**src/rtl/bsg_global_buffer_row_dma_if.sv**
```systemverilog
// Command, write-stream, read-return and buffer-row RO/WO signals of one row DMA.
// Signal suffixes are from the DMA's point of view; the DMA uses the master modport.
interface bsg_global_buffer_row_dma_if #(
  parameter int data_width_p = 32,
  parameter int addr_width_p = 16,
  parameter int len_width_p  = 16
);
  logic                    cmd_op_i;
  logic [addr_width_p-1:0] cmd_base_i;
  logic [addr_width_p-1:0] cmd_stride_i;
  logic [len_width_p-1:0]  cmd_len_i;
  logic                    cmd_v_i;
  logic                    cmd_ready_o;
  logic [data_width_p-1:0] wr_data_i;
  logic                    wr_v_i;
  logic                    wr_yumi_o;
  logic [data_width_p-1:0] rd_data_o;
  logic                    rd_v_o;
  logic                    rd_yumi_i;
  logic                    done_o;
  logic                    error_o;
  logic [addr_width_p-1:0] ro_addr_o;
  logic                    ro_v_o;
  logic [data_width_p-1:0] ro_data_i;
  logic                    ro_v_i;
  logic [addr_width_p-1:0] wo_addr_o;
  logic [data_width_p-1:0] wo_data_o;
  logic                    wo_v_o;
  logic                    wo_ready_i;

  modport master (
    input  cmd_op_i, cmd_base_i, cmd_stride_i, cmd_len_i, cmd_v_i,
    input  wr_data_i, wr_v_i, rd_yumi_i, ro_data_i, ro_v_i, wo_ready_i,
    output cmd_ready_o, wr_yumi_o, rd_data_o, rd_v_o, done_o, error_o,
    output ro_addr_o, ro_v_o, wo_addr_o, wo_data_o, wo_v_o
  );

  modport slave (
    output cmd_op_i, cmd_base_i, cmd_stride_i, cmd_len_i, cmd_v_i,
    output wr_data_i, wr_v_i, rd_yumi_i, ro_data_i, ro_v_i, wo_ready_i,
    input  cmd_ready_o, wr_yumi_o, rd_data_o, rd_v_o, done_o, error_o,
    input  ro_addr_o, ro_v_o, wo_addr_o, wo_data_o, wo_v_o
  );
endinterface

```
**src/rtl/bsg_global_buffer_row_dma.sv**
```systemverilog
// Per-row strided burst engine: issues len RO reads or WO writes at base+i*stride.
// Read returns land in a credit-managed FIFO because the RO path cannot be stalled.
module bsg_global_buffer_row_dma #(
  parameter int data_width_p  = 32,
  parameter int addr_width_p  = 16,
  parameter int len_width_p   = 16,
  parameter int rd_fifo_els_p = 4
) (
  input logic                         clk_i,
  input logic                         reset_n_i,
  bsg_global_buffer_row_dma_if.master bus
);
  localparam int ptr_w_lp = $clog2(rd_fifo_els_p);
  localparam int cnt_w_lp = $clog2(rd_fifo_els_p + 1);
  localparam logic [cnt_w_lp-1:0] els_lp      = cnt_w_lp'(rd_fifo_els_p);
  localparam logic [ptr_w_lp-1:0] last_ptr_lp = ptr_w_lp'(rd_fifo_els_p - 1);

  typedef enum logic [1:0] {IDLE, WRITE, READ, DONE} state_e;

  state_e                  state_q, state_d;
  logic [addr_width_p-1:0] addr_q, addr_d, stride_q, stride_d;
  logic [len_width_p-1:0]  len_q, len_d, issued_q, issued_d;
  logic [cnt_w_lp-1:0]     credits_q, credits_d, outst_q, outst_d, count_q, count_d;
  logic [ptr_w_lp-1:0]     wr_ptr_q, wr_ptr_d, rd_ptr_q, rd_ptr_d;
  logic                    error_q, error_d;
  logic [data_width_p-1:0] fifo_mem_q [rd_fifo_els_p];

  logic wo_hs, rd_issue, push, pop;

  always_comb begin
    // NOTE: every signal written here gets a default first, so no path can infer a latch.
    state_d  = state_q;
    addr_d   = addr_q;
    stride_d = stride_q;
    len_d    = len_q;
    issued_d = issued_q;

    wo_hs    = (state_q == WRITE) && bus.wr_v_i && bus.wo_ready_i;
    rd_issue = (state_q == READ) && (issued_q < len_q) && (credits_q != '0);
    pop      = bus.rd_yumi_i && (count_q != '0);
    // A return is only accepted if a read is outstanding and a slot exists this cycle.
    push     = bus.ro_v_i && (outst_q != '0) && ((count_q != els_lp) || pop);

    error_d   = error_q | (bus.ro_v_i & ~push);
    outst_d   = outst_q + cnt_w_lp'(rd_issue) - cnt_w_lp'(push);
    credits_d = credits_q - cnt_w_lp'(rd_issue) + cnt_w_lp'(pop);
    count_d   = count_q + cnt_w_lp'(push) - cnt_w_lp'(pop);
    wr_ptr_d  = wr_ptr_q;
    rd_ptr_d  = rd_ptr_q;
    if (push) wr_ptr_d = (wr_ptr_q == last_ptr_lp) ? '0 : wr_ptr_q + ptr_w_lp'(1);
    if (pop)  rd_ptr_d = (rd_ptr_q == last_ptr_lp) ? '0 : rd_ptr_q + ptr_w_lp'(1);

    unique case (state_q)
      IDLE: begin
        if (bus.cmd_v_i) begin
          addr_d   = bus.cmd_base_i;
          stride_d = bus.cmd_stride_i;
          len_d    = bus.cmd_len_i;
          issued_d = '0;
          if (bus.cmd_len_i == '0) state_d = DONE;
          else                     state_d = bus.cmd_op_i ? WRITE : READ;
        end
      end
      WRITE: begin
        if (wo_hs) begin
          addr_d   = addr_q + stride_q;
          issued_d = issued_q + len_width_p'(1);
          if (issued_q + len_width_p'(1) == len_q) state_d = DONE;
        end
      end
      READ: begin
        if (rd_issue) begin
          addr_d   = addr_q + stride_q;
          issued_d = issued_q + len_width_p'(1);
        end
        // Completion only waits for returns, not for the consumer to drain the FIFO.
        if ((issued_q == len_q) && (outst_d == '0)) state_d = DONE;
      end
      DONE: state_d = IDLE;
    endcase
  end

  always_ff @(posedge clk_i or negedge reset_n_i) begin
    // NOTE: state registers use non-blocking assignment so every flop samples pre-edge values.
    if (!reset_n_i) begin
      state_q   <= IDLE;
      addr_q    <= '0;
      stride_q  <= '0;
      len_q     <= '0;
      issued_q  <= '0;
      credits_q <= els_lp;
      outst_q   <= '0;
      count_q   <= '0;
      wr_ptr_q  <= '0;
      rd_ptr_q  <= '0;
      error_q   <= 1'b0;
    end else begin
      state_q   <= state_d;
      addr_q    <= addr_d;
      stride_q  <= stride_d;
      len_q     <= len_d;
      issued_q  <= issued_d;
      credits_q <= credits_d;
      outst_q   <= outst_d;
      count_q   <= count_d;
      wr_ptr_q  <= wr_ptr_d;
      rd_ptr_q  <= rd_ptr_d;
      error_q   <= error_d;
    end
  end

  // NOTE: the FIFO storage has no reset; count_q alone defines which entries are valid.
  always_ff @(posedge clk_i) begin
    if (push) fifo_mem_q[wr_ptr_q] <= bus.ro_data_i;
  end

  assign bus.cmd_ready_o = (state_q == IDLE);
  assign bus.done_o      = (state_q == DONE);
  assign bus.error_o     = error_q;
  assign bus.wr_yumi_o   = wo_hs;
  assign bus.wo_v_o      = (state_q == WRITE) && bus.wr_v_i;
  assign bus.wo_addr_o   = addr_q;
  assign bus.wo_data_o   = (state_q == WRITE) ? bus.wr_data_i : '0;
  assign bus.ro_v_o      = rd_issue;
  assign bus.ro_addr_o   = addr_q;
  assign bus.rd_v_o      = (count_q != '0);
  assign bus.rd_data_o   = (count_q != '0) ? fifo_mem_q[rd_ptr_q] : '0;
endmodule

```
**src/flat_wrapper.sv**
```systemverilog
// flat-port wrapper written by rule: the top's interface ports become plain ports
module bsg_global_buffer_row_dma_flat 
#(
  parameter int data_width_p  = 32,
  parameter int addr_width_p  = 16,
  parameter int len_width_p   = 16,
  parameter int rd_fifo_els_p = 4
)
  (clk_i, reset_n_i, bus_cmd_op_i, bus_cmd_base_i, bus_cmd_stride_i, bus_cmd_len_i, bus_cmd_v_i, bus_wr_data_i, bus_wr_v_i, bus_rd_yumi_i, bus_ro_data_i, bus_ro_v_i, bus_wo_ready_i, bus_cmd_ready_o, bus_wr_yumi_o, bus_rd_data_o, bus_rd_v_o, bus_done_o, bus_error_o, bus_ro_addr_o, bus_ro_v_o, bus_wo_addr_o, bus_wo_data_o, bus_wo_v_o);
  bsg_global_buffer_row_dma_if #(.data_width_p(data_width_p), .addr_width_p(addr_width_p), .len_width_p(len_width_p)) bus_i ();
  input logic clk_i;
  input logic reset_n_i;
  input wire logic [$bits(bus_i.cmd_op_i)-1:0] bus_cmd_op_i;
  input wire logic [$bits(bus_i.cmd_base_i)-1:0] bus_cmd_base_i;
  input wire logic [$bits(bus_i.cmd_stride_i)-1:0] bus_cmd_stride_i;
  input wire logic [$bits(bus_i.cmd_len_i)-1:0] bus_cmd_len_i;
  input wire logic [$bits(bus_i.cmd_v_i)-1:0] bus_cmd_v_i;
  input wire logic [$bits(bus_i.wr_data_i)-1:0] bus_wr_data_i;
  input wire logic [$bits(bus_i.wr_v_i)-1:0] bus_wr_v_i;
  input wire logic [$bits(bus_i.rd_yumi_i)-1:0] bus_rd_yumi_i;
  input wire logic [$bits(bus_i.ro_data_i)-1:0] bus_ro_data_i;
  input wire logic [$bits(bus_i.ro_v_i)-1:0] bus_ro_v_i;
  input wire logic [$bits(bus_i.wo_ready_i)-1:0] bus_wo_ready_i;
  output wire logic [$bits(bus_i.cmd_ready_o)-1:0] bus_cmd_ready_o;
  output wire logic [$bits(bus_i.wr_yumi_o)-1:0] bus_wr_yumi_o;
  output wire logic [$bits(bus_i.rd_data_o)-1:0] bus_rd_data_o;
  output wire logic [$bits(bus_i.rd_v_o)-1:0] bus_rd_v_o;
  output wire logic [$bits(bus_i.done_o)-1:0] bus_done_o;
  output wire logic [$bits(bus_i.error_o)-1:0] bus_error_o;
  output wire logic [$bits(bus_i.ro_addr_o)-1:0] bus_ro_addr_o;
  output wire logic [$bits(bus_i.ro_v_o)-1:0] bus_ro_v_o;
  output wire logic [$bits(bus_i.wo_addr_o)-1:0] bus_wo_addr_o;
  output wire logic [$bits(bus_i.wo_data_o)-1:0] bus_wo_data_o;
  output wire logic [$bits(bus_i.wo_v_o)-1:0] bus_wo_v_o;
  assign bus_i.cmd_op_i = bus_cmd_op_i;
  assign bus_i.cmd_base_i = bus_cmd_base_i;
  assign bus_i.cmd_stride_i = bus_cmd_stride_i;
  assign bus_i.cmd_len_i = bus_cmd_len_i;
  assign bus_i.cmd_v_i = bus_cmd_v_i;
  assign bus_i.wr_data_i = bus_wr_data_i;
  assign bus_i.wr_v_i = bus_wr_v_i;
  assign bus_i.rd_yumi_i = bus_rd_yumi_i;
  assign bus_i.ro_data_i = bus_ro_data_i;
  assign bus_i.ro_v_i = bus_ro_v_i;
  assign bus_i.wo_ready_i = bus_wo_ready_i;
  assign bus_cmd_ready_o = bus_i.cmd_ready_o;
  assign bus_wr_yumi_o = bus_i.wr_yumi_o;
  assign bus_rd_data_o = bus_i.rd_data_o;
  assign bus_rd_v_o = bus_i.rd_v_o;
  assign bus_done_o = bus_i.done_o;
  assign bus_error_o = bus_i.error_o;
  assign bus_ro_addr_o = bus_i.ro_addr_o;
  assign bus_ro_v_o = bus_i.ro_v_o;
  assign bus_wo_addr_o = bus_i.wo_addr_o;
  assign bus_wo_data_o = bus_i.wo_data_o;
  assign bus_wo_v_o = bus_i.wo_v_o;
  bsg_global_buffer_row_dma #(.data_width_p(data_width_p), .addr_width_p(addr_width_p), .len_width_p(len_width_p), .rd_fifo_els_p(rd_fifo_els_p)) u_core (.clk_i(clk_i), .reset_n_i(reset_n_i), .bus(bus_i));
endmodule
```
**config.mk**
```make
export PLATFORM = sky130hd
export DESIGN_NAME = bsg_global_buffer_row_dma_flat
export DESIGN_NICKNAME = d
export VERILOG_FILES = /design/src/rtl/bsg_global_buffer_row_dma_if.sv /design/src/rtl/bsg_global_buffer_row_dma.sv /design/src/flat_wrapper.sv
export SDC_FILE = /design/constraint.sdc
export NUM_CORES = 1
export LEC_CHECK = 0
export CAP_MARGIN = 5
export CORE_AREA = 2 2 152 154
export CTS_CLUSTER_DIAMETER = 100
export DETAILED_ROUTE_END_ITERATION = 8
export DIE_AREA = 0 0 154 156
export MAX_ROUTING_LAYER = met4
export PLACE_DENSITY_LB_ADDON = 0.25
export SYNTH_ARGS = -nofsm -noshare
export SYNTH_HDL_FRONTEND = slang
export SYNTH_SLANG_ARGS = --single-unit
```
**constraint.sdc**
```tcl
create_clock -name clk_i -period 3.68 [get_ports clk_i]
set_input_delay 0.368 -clock clk_i [delete_from_list [all_inputs] [get_ports clk_i]]
set_output_delay 0.368 -clock clk_i [all_outputs]
set_load 0.1 [all_outputs]
```
; ---- Yosys cells after proc, flatten, opt, wreduce, memory -nomap -nowiden
; Memories as Yosys holds them, arrays and structs flattened.
; Index checks and enable logic that the tools add are counted.
[classes]
bitwise_logic = 3
muxes = 21
n_eq_ne = 13
add_sub_neg = 10
reduce_logical = 19
n_lt_le_gt_ge = 1
[ops]
columns = op, n
row1 = 16-bit two-way mux, 6
row2 = 16-bit one-hot mux with 3 select lines, 2
row3 = 32-bit two-way mux, 2
row4 = 16-bit == test, 2
row5 = 16-bit by 1-bit adder with 16-bit output (second input constant), 1
row6 = 16-bit adder, 1
row7 = 16-bit zero test, 1
row8 = 16-bit less-than comparator, 1
row9 = 2-bit two-way mux, 8
row10 = 3-bit nonzero test, 4
row11 = 2-bit inequality test (second input constant), 5
row12 = 3-bit by 1-bit adder with 3-bit output, 3
row13 = 3-bit by 1-bit subtractor with 3-bit output, 3
row14 = 2-bit == test (second input constant), 4
row15 = 1-bit logical AND, 8
row16 = 2-bit one-hot mux with 4 select lines, 1
row17 = 4-bit AND reduction, 2
row18 = 2-bit by 1-bit adder with 2-bit output (second input constant), 2
row19 = 3-bit zero test, 1
row20 = 3-bit inequality test (second input constant), 1
row21 = 2-bit by 1-bit == test with 1-bit output (second input constant), 1
row22 = 2-bit zero test, 1
row23 = 1-bit two-way mux, 2
row24 = 2-bit AND reduction, 1
row25 = other kinds (4), 4
[word_totals]
ramBits = 128
mem_count = 1
in_bits = 120
regBits = 80
[mem_list]
columns = name, words, word_bits, read_ports, rd_ports_with_merged_regs, wr, line_no
row1 = u_core.fifo_mem_q, 4, 32, 1, 0, 1, bsg_global_buffer_row_dma.sv:26  ; logic [data_width_p-1:0] fifo_mem_q [rd_fifo_els_p];

; ---- Longest topological paths before layout
; Gate-level depths: netlist of the first run.
[logic_depth]
word_depth = 9
depth_mapped = 18

; ---- Least setup slack after synthesis of the first run
; OpenSTA, ideal clock, no wires.
[synth_path]
kind = register to register
start = register u_core.issued_q[1]
end = register u_core.state_q[1]
period_less_slack_ps = 3552
required_ps = 3555
arrival_ps = 3427
n_path_buf = 0
path_stages_with_launch = 18
setup_slack_ps = 128
cell_sequence = dfrtp_1 > ha_1 > nor2b_1 > o211ai_1 > a2111o_1 > nand3_1 > ha_1 > inv_1 > ha_1 > inv_1 > fa_1 > xnor2_1 > xnor2_1 > nor4_1 > a21oi_1 > a311oi_1 > a41oi_1 > mux2_2
[synth_via]
elab_chain_len = 9
word_cells_on_any_way = 13
classes_between = add/sub (3) / order compare (1) / eq/ne (4) / reduce/logical (5)
[synth_lines]
columns = item, line_no
row1 = from (decl), bsg_global_buffer_row_dma.sv:22  ; logic [len_width_p-1:0] len_q, len_d, issued_q, issued_d;
row2 = from (signal assigned), bsg_global_buffer_row_dma.sv:102  ; issued_q <= issued_d;
row3 = 16-bit less-than comparator, bsg_global_buffer_row_dma.sv:39  ; rd_issue = (state_q == READ) && (issued_q < len_q) && (credits_q != '0);
row4 = 1-bit logical AND (2 in a row), bsg_global_buffer_row_dma.sv:39
row5 = 3-bit by 1-bit adder with 3-bit output, bsg_global_buffer_row_dma.sv:45  ; outst_d = outst_q + cnt_w_lp'(rd_issue) - cnt_w_lp'(push);
row6 = 3-bit by 1-bit subtractor with 3-bit output, bsg_global_buffer_row_dma.sv:45
row7 = via u_core.outst_d[2], bsg_global_buffer_row_dma.sv:23  ; logic [cnt_w_lp-1:0] credits_q, credits_d, outst_q, outst_d, count_q, count_d;
row8 = 3-bit zero test, bsg_global_buffer_row_dma.sv:77  ; if ((issued_q == len_q) && (outst_d == '0)) state_d = DONE;
row9 = 1-bit logical AND, bsg_global_buffer_row_dma.sv:77
row10 = 2-bit inequality test (no source line), --
row11 = 4-bit AND reduction (no source line), --
row12 = to (signal assigned), bsg_global_buffer_row_dma.sv:98  ; state_q <= state_d;
row13 = to (decl), bsg_global_buffer_row_dma.sv:20  ; state_e state_q, state_d;
; The timed path passes the listed nets, and every way through them passes these cells.
; A chain may end at the register's enable or synchronous reset.

; ---- Worst setup path after layout of the first run
; Same ends and word-level chain as after synthesis.

==> flow_summary.yaml, run 1 <==
timing:
  finalSetupViolCount: 0
  min_period_ns: 3.60
  skew_ns: 0.0128
  fmax_mhz: 278
  slew_violations: 0
  hold_violations: 19
  slew_headroom_pct: 30.4
  timing.setup.tns_ns: 0
  worst_pin_slew_ns: 1.04
  rsz0062_at_grt: "yes"
  fin_crit_sh_pct: 97.8
  hold_ws_ns: -0.0307
drt:
  drt_pass1_iterations: 4
  drt_iter0_drc: 335
  postRouteWirelength_mm: 23.7
  wl_met1_mm: 10.7
  wl_met3_mm: 1.36
  wire_per_inst_um: 17.4
  met2_length_mm: 11.2
  via_count: 7202
  drc: 0
  highest_layer: "met4"
  viasPerCell: 5.29
  ant_nets: 0
floorplan:
  initial_core_util_pct: 46.7
  rows: 55
  core-area_um2: 22400
  dieArea_um2: 24000
  die_w_um: 154
  fp.dieH_um: 156
  pin_count: 223
status:
  violations: "negative hold slack"
  status: "finished, violations left"
place:
  hpwl_mm: 16.7
  placed_cell_area_um2: 13000
  place_congestion: 0.854
  port_buffers: 222
logic_synthesis:
  synthArstFlopShare_pct: 38.5
  synth.ff_latch_count: 208
  synth_seq_area_share_pct: 56.0
  synthesis.area_um2: 10400
  yosys_warnings: 0
  synth_area_per_cell_um2: 12.9
  synth_top_area_share_pct: 36.8
  synth_ff_type: "edfxtp_1"
  syn_inst: 807
  synth-edff-count: 128
  synthTopCellsByArea: "edfxtp_1, dfrtp_1, mux4_2"
  synth.distinct_cells: 61
  synth.most_common_cell: "edfxtp_1"
  syn-num-nets: 978
  yosys.area.top_type: "edfxtp_1"
  synthTopCellsByCount: "edfxtp_1, dfrtp_1, and2_1, ha_1, inv_1"
worst_setup_path:
  r2r_cells: 17
  crit_buf_inv: 2
  max_stage_delay_ns: 0.41
  end_kind: "register"
  cp.required_ns: 4.08
  critPathSlowestCell: "a2111o_1"
  cp_top_family: "compound AO/OA/AOI/OAI gates"
  worstPathArrival_ns: 4.00
  path_class: "register to register"
  rr_endpoint: "u_core.state_q[1]"
  r2r_setup_slack_ns: 0.08
  critPathLaunchType: "register"
  r2r-start: "u_core.issued_q[1]"
  path_cells: "ha_1 > nor2b_4 > o211ai_1 > a2111o_1 > nand3_2 > ha_4 > inv_2 > ha_4 > inv_2 > fa_2 > xnor2_2 > xnor2_2 > nor4_2 > a21oi_2 > a311oi_1 > a41oi_1 > mux2_2"
  cp_max_fo: 2
global_route:
  antenna_found_initial: 0
  grt_util_all_layers_pct: 20.3
  grt_overflow: 0
  grt_max_degree: 68
  grt_pass1_wl_mm: 37.7
  first_global_vias: 7288
cts:
  clk_latency_ns: 0.51
  clockRootBuffer: "clkbuf_16"
  htreeDepth: 1
  cts_buffers: 23
  tritoncts: "yes"
  clock_sinks: 208
  clkTransAtPathRegs_ns: 0.06
  clock_path_buffers: 3
layout:
  area_growth_pct: 33.4
  multiInputGateArea_um2: 4260
  nets: 1231
  fillers: 1755
  ff_latch_area_um2: 5850
  final_util_pct: 62.2
  design_area_um2: 13900
  antenna_cells: 0
  drive_gt1_share_pct: 22.9
run:
  drv_cap: 0
min_path:
  hp-class: "primary input to asynchronous set/reset pin"
==> worst reg2reg max path: cells and delay by family, from the launching register on <==
family	cells	cell delay, ns
buffers and inverters	2	0.09
xor gates and xnor gates	2	0.29
DFF	1	0.38
and+or+nand+nor	3	0.44
AOI/OAI and AO/OA	5	1.01
adders and majority gates	4	0.97
muxes	1	0.31
==> through the flow <==
stage,instances,setup slack [ns],hold WS (ns)
floorplan,807,0.128,0.0724
CTS,1359,0.00382,0.0167
finish,1362,0.0827,-0.0307
detailed placement,1317,-0.0302,0.470
global placement,1317,0.0389,0.462
global route,1362,-0.120,0.0360
==> cell usage in the layout, fill, tap and decap left out, types with 22 or more instances in the layout <==
cell type | Yosys | routed
a21oi_1 | 23 | 22
and2_1 | 69 | 69
buf_4 | 16 | 121
clkbuf_16 | 0 | 23
clkdlybuf4s50_1 | 0 | 153
dfrtp_1 | 79 | 78
edfxtp_1 | 128 | 128
ha_1 | 47 | 44
inv_1 | 46 | 44
mux2_2 | 34 | 34
mux4_2 | 32 | 32
nand2_1 | 37 | 37
nor2_1 | 37 | 37
o21ai_0 | 44 | 43
xnor2_1 | 25 | 23
==> cell families (layout without fill, tap and decap cells) <==
group	count (synthesis)	after routing	share of synthesized area, %
multiplexers	78	78	11.8
AO/OA/AOI/OAI	124	124	7.54
XOR/XNOR	36	36	3.02
flip-flops	208	208	56.0
AND/OR/NAND/NOR	214	214	11.1
adder cells (fa/ha/maj)	51	51	6.40
buffers and inverters	96	366	4.13
==> metal layers <==
layer	vias up	GRT usage [%]
met2	203	32.7
met4	0	5.21
met5	-	-
li1	3459	-
met1	3504	27.0
met3	36	3.44
==> final cells by class <==
cell class	count	share of cell area, %
clock buffers	34	4.50
clock inverters	8	0.926
inverters	46	1.24
multi-input cells	503	30.6
flip-flops and latches	208	42.0
well taps	285	2.56
repair buffers	278	18.1
==> flip-flops by register name, summed over array words and instances, names as in the netlist <==
| name | cells |
|---|---|
| u_core.stride_q | 16 |
| u_core.issued_q | 16 |
| u_core.len_q | 16 |
| u_core.outst_q | 3 |
| u_core.wr_ptr_q | 2 |
| u_core.state_q | 2 |
| u_core.bus.error_o | 1 |
| u_core.rd_ptr_q | 2 |
| u_core.count_q | 3 |
| u_core.fifo_mem_q | 128 |
| u_core.bus.ro_addr_o | 16 |
| u_core.credits_q | 3 |
==> worst max-delay path by stage <==
stage	startpoint	endpoint	slack, ns	cells after the start
final	u_core.issued_q[1]	u_core.state_q[1]	0.08	17
after global routing	u_core.len_q[11]	u_core.state_q[1]	-0.12	17
after CTS	u_core.issued_q[1]	u_core.state_q[1]	0.004	17
after detailed placement	u_core.issued_q[1]	u_core.state_q[1]	-0.03	17
after global placement	u_core.issued_q[1]	u_core.state_q[1]	0.04	17
after floorplan	u_core.issued_q[1]	u_core.state_q[1]	0.13	17
==> repair_timing <==
item	in CTS	in global routing
pin swaps	1	2
buffers inserted	0	3
hold buffers	0	0
endpoints found under the setup margin	2	2
gates resized for setup	2	16
Power of run 1 is not shown: default switching activity piles up to over one toggle a cycle in this logic, so the estimate is an artifact.
==> run 2, diff against run 1 <==
--- a/config.mk
+++ b/config.mk
@@ -8,6 +8,7 @@
 export CAP_MARGIN = 5
 export CORE_AREA = 2 2 152 154
 export CTS_CLUSTER_DIAMETER = 100
+export CTS_CLUSTER_SIZE = 28
 export DETAILED_ROUTE_END_ITERATION = 8
 export DIE_AREA = 0 0 154 156
 export MAX_ROUTING_LAYER = met4
==> run 2 against run 1 <==
  * Cell area decreased by 2.9%
  * Worst hold slack gained 0.033 ns
  * Clock skew is 0.018 ns higher
  * Critical path type unchanged
  * Wire length fell by 0.48%
  * The run now ends clean
  * Worst setup slack got worse by 0.023 ns
  * Critical path depth is 1 higher
  * Critical endpoint unchanged
  * Global-route usage is 0.26 points lower
==> flow_summary.yaml, run 2 (synthesis gave the netlist of run 1 again) <==
status:
  status: "finished clean"
worst_setup_path:
  r2r_cells: 18
  crit_buf_inv: 4
  cpMostUsedCell: "ha_4"
  critPathSlowestCell: "dfrtp_1"
  worstPathArrival_ns: 3.99
  cp_top_family: "adder cells"
  path_cells: "inv_1 > ha_4 > nand4_1 > buf_4 > a2bb2oi_4 > nand3_2 > ha_4 > inv_2 > ha_4 > inv_2 > fa_2 > xnor2_2 > xnor2_2 > nor4_2 > a21oi_2 > a311oi_1 > a41oi_1 > mux2_2"
  end_kind: "register"
  path_class: "register to register"
  cp_num_cells: 18
  cp.required_ns: 4.05
  cp_max_fo: 4
  max_stage_delay_ns: 0.37
  critPathLaunchType: "register"
drt:
  drt_pass1_iterations: 5
  wl_met1_mm: 10.7
  drc: 0
  viasPerCell: 5.31
  via_count: 7111
  met2_length_mm: 11.4
  postRouteWirelength_mm: 23.6
  highest_layer: "met4"
  ant_nets: 0
  wl_met3_mm: 1.10
  wire_per_inst_um: 17.6
  drt_iter0_drc: 285
timing:
  min_period_ns: 3.62
  setup_ws_ns: 0.0600
  slew_violations: 0
  skew_ns: 0.0303
  fmax_mhz: 276
  hold_ws_ns: 0.00202
  slew_headroom_pct: 31.2
  fin_crit_sh_pct: 98.4
  hold_violations: 0
  worst_pin_slew_ns: 1.03
  finalSetupViolCount: 0
  rsz0062_at_grt: "yes"
layout:
  area_growth_pct: 29.5
  finalNonFillerCells: 1339
  nets: 1221
  layout_common_cells: "clkdlybuf4s50_1, edfxtp_1, buf_4"
  largest_reg_flops: 128
  drive_gt1_share_pct: 22.3
  top_register: "u_core.fifo_mem_q"
  layout_commonest_cell: "clkdlybuf4s50_1"
  antenna_cells: 0
floorplan:
  fp.dieH_um: 156
  die_w_um: 154
  pin_count: 223
  rows: 55
  dieArea_um2: 24000
  initial_core_util_pct: 46.7
  core-area_um2: 22400
global_route:
  grt_overflow: 0
  grt_util_all_layers_pct: 20.0
  grt_max_degree: 68
  antenna_found_initial: 0
  grt_pass1_wl_mm: 37.3
  first_global_vias: 7121
min_path:
  hp-class: "primary input to asynchronous set/reset pin"
cts:
  clk_latency_ns: 0.47
  postCtsHoldBufs: 0
  htreeDepth: 1
  clkTransAtPathRegs_ns: 0.11
  cts_buffers: 11
  tritoncts: "yes"
  clock_path_buffers: 3
  clock_sinks: 208
  clockRootBuffer: "clkbuf_16"
place:
  post-place-ws_ns: -0.0302
  dp.cells: 1317
  place_congestion: 0.854
  port_buffers: 222
  hpwl_mm: 16.7
run:
  drv_cap: 0
==> run 2: cell count changes in the layout (fill, tap and decap cells not counted), moves of 2 or more <==
| cell | change |
|---|---|
| inv_2 | +2 |
| buf_4 | +2 |
| ha_4 | +2 |
| clkinv_2 | -3 |
| ha_1 | -2 |
| clkbuf_16 | -12 |
| bufinv_16 | -3 |
| inv_1 | -2 |
| clkbuf_1 | -6 |
==> run 2: timing repair <==
item / 4_1_cts / 5_1_grt
gates resized for setup: 3 / 19
setup buffers: 0 / 5
endpoints found under the setup margin: 2 / 2
pin swaps: 1 / 8
==> run 2: path summary, 6_finish.rpt <==
check | slack (ns) | endpoint | from
min in group clk_i | 0.49 | u_core.bus.error_o | u_core.bus.error_o
max reg2reg | 0.06 | u_core.state_q[1] | u_core.len_q[13]
min | 0.002 | u_core.len_q[9] | reset_n_i
max | 0.06 | u_core.state_q[1] | u_core.len_q[13]
max in group asynchronous | 2.90 | u_core.issued_q[5] | reset_n_i
min reg2reg | 0.49 | u_core.bus.error_o | u_core.bus.error_o
==> run 2: metrics by stage <==
| stage | instance area, µm² | util, % | TNS [ns] |
|---|---|---|---|
| final | 13500 | 60.4 | 0 |
| after global routing | 13500 | 60.4 | -0.241 |
| after CTS | 13400 | 59.7 | 0 |
| after detailed placement | 13000 | 58.3 | -0.0360 |
| after global placement | 13000 | 58.3 | 0 |
| after floorplan | 10400 | - | 0 |
==> run 2: per-layer routing <==
metal / GRT usage [%] / up-vias
li1: - / 3423
met1: 27.1 / 3478
met2: 32.7 / 180
met3: 2.69 / 30
met4: 4.32 / 0
met5: - / -
==> run 2: layout make-up <==
class / count / area (µm²)
Inverter: 46 / 173
Multi-Input combinational cell: 503 / 4290
Tap cell: 285 / 357
Sequential cell: 208 / 5850
Clock buffer: 15 / 290
Clock inverter: 2 / 18.8
Fill cell: 1803 / 8860
Timing Repair Buffer: 280 / 2530
Power of run 2 is left out for the same reason.
==> run 3, diff against run 2 <==
--- a/config.mk
+++ b/config.mk
@@ -11,6 +11,7 @@
 export CTS_CLUSTER_SIZE = 28
 export DETAILED_ROUTE_END_ITERATION = 8
 export DIE_AREA = 0 0 154 156
+export GPL_ROUTABILITY_DRIVEN = 0
 export MAX_ROUTING_LAYER = met4
 export PLACE_DENSITY_LB_ADDON = 0.25
 export SYNTH_ARGS = -nofsm -noshare
==> results of run 3 <==
No change in the layout: final DEF, timing and power equal those of run 2.
Power of run 3 is left out for the same reason.
